--- src/rtl/rr_decode_arbiter.sv ---
// Eight-way round-robin arbiter with registered index, one-hot grant and decoder enable.
// Grants are held until done, request drop, or the HOLD_MAX limit, then one dead RELEASE cycle.
module rr_decode_arbiter #(
    parameter int HOLD_MAX = 16
) (
    input  logic       clk,
    input  logic       rst_n,
    input  logic [7:0] req_i,
    input  logic       done_i,
    output logic       gnt_en_o,
    output logic [2:0] gnt_idx_o,
    output logic [7:0] gnt_o,
    output logic       busy_o,
    output logic       timeout_o
);

    localparam int HW = (HOLD_MAX < 1) ? 1 : $clog2(HOLD_MAX + 1);

    localparam logic [1:0] S_IDLE    = 2'd0;
    localparam logic [1:0] S_GRANT   = 2'd1;
    localparam logic [1:0] S_RELEASE = 2'd2;

    logic [1:0]    state_q, state_d;
    logic [2:0]    ptr_q, ptr_d;
    logic [2:0]    idx_q, idx_d;
    logic          en_q, en_d;
    logic [HW-1:0] hold_q, hold_d;
    logic          tmo_q, tmo_d;

    logic          pick_found;
    logic [2:0]    pick_idx;
    logic          limit_hit;
    logic          release_now;

    // First requester at or after ptr_q; 3-bit addition wraps the search naturally.
    always_comb begin
        pick_found = 1'b0;
        pick_idx   = ptr_q;
        for (int unsigned i = 0; i < 8; i++) begin
            if (!pick_found && req_i[ptr_q + 3'(i)]) begin
                pick_found = 1'b1;
                pick_idx   = ptr_q + 3'(i);
            end
        end
    end

    assign limit_hit   = (HOLD_MAX != 0) && (hold_q == HW'(HOLD_MAX - 1));
    assign release_now = done_i || !req_i[idx_q] || limit_hit;

    always_comb begin
        state_d = state_q;
        ptr_d   = ptr_q;
        idx_d   = idx_q;
        en_d    = en_q;
        hold_d  = hold_q;
        tmo_d   = 1'b0;
        case (state_q)
            S_IDLE: begin
                if (pick_found) begin
                    idx_d   = pick_idx;
                    en_d    = 1'b1;
                    hold_d  = '0;
                    state_d = S_GRANT;
                end
            end
            S_GRANT: begin
                if (release_now) begin
                    // Timeout only when the limit is the sole reason for releasing.
                    tmo_d   = !done_i && req_i[idx_q];
                    en_d    = 1'b0;
                    idx_d   = '0;
                    ptr_d   = idx_q + 3'd1;
                    state_d = S_RELEASE;
                end else if (hold_q != '1) begin
                    hold_d = hold_q + 1'b1;
                end
            end
            S_RELEASE: begin
                state_d = S_IDLE;
            end
            default: begin
                state_d = S_IDLE;
                en_d    = 1'b0;
                idx_d   = '0;
            end
        endcase
    end

    always_ff @(posedge clk or negedge rst_n) begin
        if (!rst_n) begin
            state_q <= S_IDLE;
            ptr_q   <= '0;
            idx_q   <= '0;
            en_q    <= 1'b0;
            hold_q  <= '0;
            tmo_q   <= 1'b0;
        end else begin
            state_q <= state_d;
            ptr_q   <= ptr_d;
            idx_q   <= idx_d;
            en_q    <= en_d;
            hold_q  <= hold_d;
            tmo_q   <= tmo_d;
        end
    end

    assign gnt_en_o  = en_q;
    assign gnt_idx_o = idx_q;
    assign gnt_o     = en_q ? (8'd1 << idx_q) : '0;
    assign busy_o    = (state_q != S_IDLE);
    assign timeout_o = tmo_q;

endmodule
--- config.mk ---
export PLATFORM = sky130hd
export DESIGN_NAME = rr_decode_arbiter
export DESIGN_NICKNAME = d
export VERILOG_FILES = /design/src/rtl/rr_decode_arbiter.sv
export SDC_FILE = /design/constraint.sdc
export NUM_CORES = 1
export LEC_CHECK = 0
export BUFFER_PORTS_ARGS = -buffer_cell sky130_fd_sc_hd__buf_2
export CAP_MARGIN = 20
export CORE_MARGIN = 10
export CORE_UTILIZATION = 55
export DETAILED_ROUTE_END_ITERATION = 7
export PLACE_DENSITY = 0.76
export REMOVE_ABC_BUFFERS = 1
export SKIP_CTS_REPAIR_TIMING = 1
export SYNTH_ARGS = -nofsm -noshare
export SYNTH_HDL_FRONTEND = slang
export SYNTH_SLANG_ARGS = --single-unit
--- constraint.sdc ---
create_clock -name clk -period 3.81 [get_ports clk]
set_input_delay 0 -clock clk [delete_from_list [all_inputs] [get_ports clk]]
set_output_delay 0 -clock clk [all_outputs]
set_load 0.03 [all_outputs]
After elaboration in Yosys (flattened, before gate mapping)
Cells that the tools add are included.

cells by class
  add/subtract/negate cells = 9
  $lt $le $gt $ge = 9
  equal/unequal tests = 8
  shifts and indexed selects = 1
  multiplexer cells = 49
  bitwise gates (word level) = 1
  reduce and logical (&&, ||, !) cells = 26

operators by type and width
  cell                                                 number
  < comparator 3 x 4 -> 1 bit (second input constant)  9
  binary-select mux 1 bit (select 3 bit)               9
  two-way mux 3 bit                                    9
  two-way mux 1 bit                                    21
  two-way mux 5 bit                                    3
  adder 3 bit (second input constant)                  4
  one-hot mux 5 bit (2 select lines)                   1
  zero test 1 bit                                      9
  one-hot mux 3 bit (3 select lines)                   1
  logical AND 1 bit                                    8
  two-way mux 8 bit                                    1
  inequality test 2 bit (second input constant)        4
  << shifter 1 x 3 -> 8 bit (first input constant)     1
  adder 3 x 1 -> 3 bit (second input constant)         2
  adder 3 x 2 -> 3 bit (second input constant)         2
  adder 5 x 1 -> 5 bit (second input constant)         1
  == test 5 x 4 -> 1 bit (second input constant)       1
  inequality test 5 bit (second input constant)        1
  two-way mux 2 bit                                    2
  one-hot mux 2 bit (2 select lines)                   1
  AND reduction 2 bit                                  2
  AND reduction 4 bit                                  1
  nonzero test 2 bit                                   2
  one-hot mux 1 bit (3 select lines)                   1
  other kinds (6)                                      7

word-level totals
  bits in registers = 15
  bits of input ports = 11
  word-level logic and storage cells = 109

Logic depth before layout (Yosys ltp)
  depth after elaboration = 26
  gate-level depth with buffers = 12
  mapped depth without buffers = 10

Worst setup path after synthesis
OpenSTA, ideal clock, no wires.

  path type = register -> register
  from = register ptr_q[1]
  to = register idx_q[2], in the netlist gnt_idx_o[2]
  setup time = 129 ps
  arrival = 2816 ps
  data required time = 3681 ps
  path slack = 865 ps
  cell stages (with the launch flop) = 13
  buffers on the path = 2
  cells stage by stage = dfrtp_1 -> buf_2 -> inv_2 -> ha_1 -> buf_2 -> mux4_2 -> mux2_2 -> a2bb2oi_1 -> nor3_1 -> o31ai_1 -> a21oi_1 -> a211oi_1 -> o32ai_1

between the ends
  cells in the longest elaborated chain, start to end = 26

RTL lines
  item                                                           RTL line  RTL
  from (decl)                                                    24        logic [2:0] ptr_q, ptr_d;
  from (signal assigned)                                         99        ptr_q <= ptr_d;
  branches (longest 26 deep; another with adder 3 x 1 -> 3 bit)  n/a
  to (signal assigned)                                           100       idx_q <= idx_d;
  to (decl)                                                      25        logic [2:0] idx_q, idx_d;

Several ways; the timed one is not identified. The select of a mux whose other input is x is not followed.
A chain may end at the register's enable or synchronous reset.

Worst setup path after layout
Same ends and word-level chain as after synthesis.

==> results.json <==
{
  "final_hold_viol_count": 0,
  "clockPowerShare_pct": 4.9,
  "combPwrFrac_pct": 78.7,
  "ff_latch_area_um2": 375.4,
  "crit_type": "register to register",
  "ant_nets": 0,
  "internal_power_mw": 0.8503,
  "synth_seq_cells": 15,
  "fillCellCount": 274,
  "wirelength_mm": 4.499,
  "p_leak_nw": 0.8762,
  "first_pass_iters": 5,
  "syn_area_um2": 1742,
  "relSlewSlack_pct": 66.41,
  "cts.sinks": 15,
  "wl_per_cell_um": 17.57,
  "dieWidth_um": 76.28,
  "grt_pass1_vias": 1590,
  "die_area_um2": 5818,
  "crit_fanout": 11,
  "final_common_cell": "nand2_1",
  "power_mw": 1.816,
  "via_per_inst": 6.414,
  "synthCells": 187,
  "cts_max_level": 1,
  "die_h_um": 76.28,
  "rsz0062_at_grt": "false",
  "grt_start_max_net_pins": 21,
  "pin_count": 25,
  "multi_input_area_um2": 1286,
  "row_count": 20,
  "synthDistinctLibCells": 50,
  "synth_top_area_share_pct": 21.55,
  "synth.area.top_cells": "dfrtp_1 22%, mux4_2 16%, ha_1 7.9%",
  "cp-start-kind": "register",
  "synth_edf_count": 0,
  "via_count": 1642,
  "nets": 235,
  "min_path_type": "primary input to async pin",
  "core_area_um2": 3053,
  "dr.first_iter.drc_count": 179,
  "ctsLongestPathBuffers": 2,
  "clkLatencyLatePin_ns": 0.28,
  "dp_hpwl_mm": 3.535,
  "cp.required_ns": 3.97,
  "area_delta_synth_final_pct": 11.57,
  "drv_cap": 0,
  "p_sw_mw": 0.9659,
  "end_kind": "register",
  "cts.root.buffer_cell": "clkbuf_4",
  "drc": 0,
  "min_period_ns": 3.106,
  "switching_share_pct": 53.18,
  "setup_violations": 0,
  "period_share_pct": 81.51,
  "yosysWarnings": 0,
  "place_congestion": 0.9071,
  "report.final.slew_viol_count": 0,
  "arrival_ns": 3.27,
  "synth_flop_cell": "dfrtp_1",
  "avgSynthCellArea_um2": 9.314,
  "initial_core_util_pct": 57.05,
  "final_cell_mix": "26 x nand2_1, 24 x buf_2, 15 x dfrtp_1",
  "async_reset_ff_share_pct": 100.0,
  "numPortBuffers": 24,
  "numCtsBuffers": 3,
  "cts_tree": "built",
  "overflow": 0,
  "yosys.area.top_type": "dfrtp_1",
  "drive_gt1_share_pct": 26.42,
  "ir_drop_mv": 0.3702,
  "status": "completed",
  "seqPwrFrac_pct": 16.4,
  "power.density_nw_per_um2": 934.7,
  "grt_usage_pct": 14.95,
  "antenna_found_initial": 0,
  "max_freq_ghz": 0.3220,
  "diodes": 0,
  "path_clk_slew_ns": 0.09,
  "yosysSeqAreaShare_pct": 21.55,
  "finalSetupTns_ns": 0,
  "worstMarginPinSlew_ns": 0.4975,
  "grt_pass1_wl_mm": 7.514,
  "skew_ns": 0.001163
}
==> metrics by stage <==
step	hold slack [ns]	instances	worst slack [ns]	cell area (um2)	utilization [%]
global route	0.1697	256	0.4989	1943	63.65
CTS	-0.3821	254	0.7262	1923	62.99
floorplan	-0.2956	179	0.5519	1699	-
finish	0.1596	256	0.7044	1943	63.65
global placement	-0.08351	250	0.7915	1897	62.13
detailed placement	-0.07831	250	0.7367	1897	62.13
==> final cells by class <==
type,instances,area share (%)
Tap cell,44,2.833
Sequential cell,15,19.32
Clock buffer,4,1.352
Multi-Input combinational cell,154,66.19
Timing Repair Buffer,29,8.371
Inverter,10,1.932
==> flip-flops by register name (all words and copies together) (netlist names) <==
register,flops
state_q,2
timeout_o,1
gnt_idx_o,3
hold_q,5
ptr_q,3
gnt_en_o,1
==> power by group through the flow <==
stage	sequential [mW]	combinational, mW	clock [mW]
floorplan	0.364	1.02	0
global placement	0.297	1.40	0
detailed placement	0.299	1.40	0
CTS	0.296	1.41	0.0917
global route	0.310	1.54	0.100
finish	0.297	1.43	0.0895
==> kinds of logic after synthesis <==
kind of cell / Yosys count / synth area share, %
mux: 28 / 27.23
flops: 15 / 21.55
compound gates: 38 / 15.59
fa+ha+maj: 11 / 7.902
simple gates: 73 / 21.12
xor+xnor: 4 / 2.012
buf+inv: 18 / 4.598
==> cells in the mapped netlist, drive strengths merged (5+ instances only) <==
library cell,count
ha,11
nand3,10
inv,10
mux2i,11
dfrtp,15
buf,6
mux4,12
nor2,8
o21ai,15
and3,8
mux2,5
nand2,27
==> critical path, stage by stage, from the launching register on <==
cell       delay [ns]
dfrtp_1          0.38
inv_2            0.12
ha_1             0.61
mux4_2           0.61
mux2_2           0.34
a2bb2oi_1        0.18
nor3_1           0.07
o31ai_1          0.24
a21oi_1          0.11
a211oi_1         0.23
o32ai_1          0.10
==> metal layers <==
| layer | part of all wire [%] | GRT usage (%) | wire (um) | up-vias |
|---|---|---|---|---|
| met5 | 0 | 0 | 0 | - |
| met4 | 2.1 | 3.346 | 93 | 0 |
| met3 | 7.4 | 2.830 | 334 | 16 |
| met2 | 48 | 25.85 | 2178 | 92 |
| met1 | 42 | 18.64 | 1892 | 779 |
| li1 | - | - | - | 755 |
==> worst paths after layout <==
| kind | cells past startpoint | from | to | slack [ns] |
|---|---|---|---|---|
| worst max-delay path | 10 | ptr_q[1] | gnt_idx_o[2] | 0.70 |
| max in group asynchronous | 2 | rst_n | hold_q[1] | 3.40 |
| min in group clk | 3 | done_i | timeout_o | 0.43 |
| worst min register to register | 1 | hold_q[0] | hold_q[0] | 0.51 |
| worst min-delay path | 2 | rst_n | gnt_en_o | 0.16 |
| worst max register to register | 10 | ptr_q[1] | gnt_idx_o[2] | 0.70 |
No activity file was read; power rests on OpenSTA's default activity.
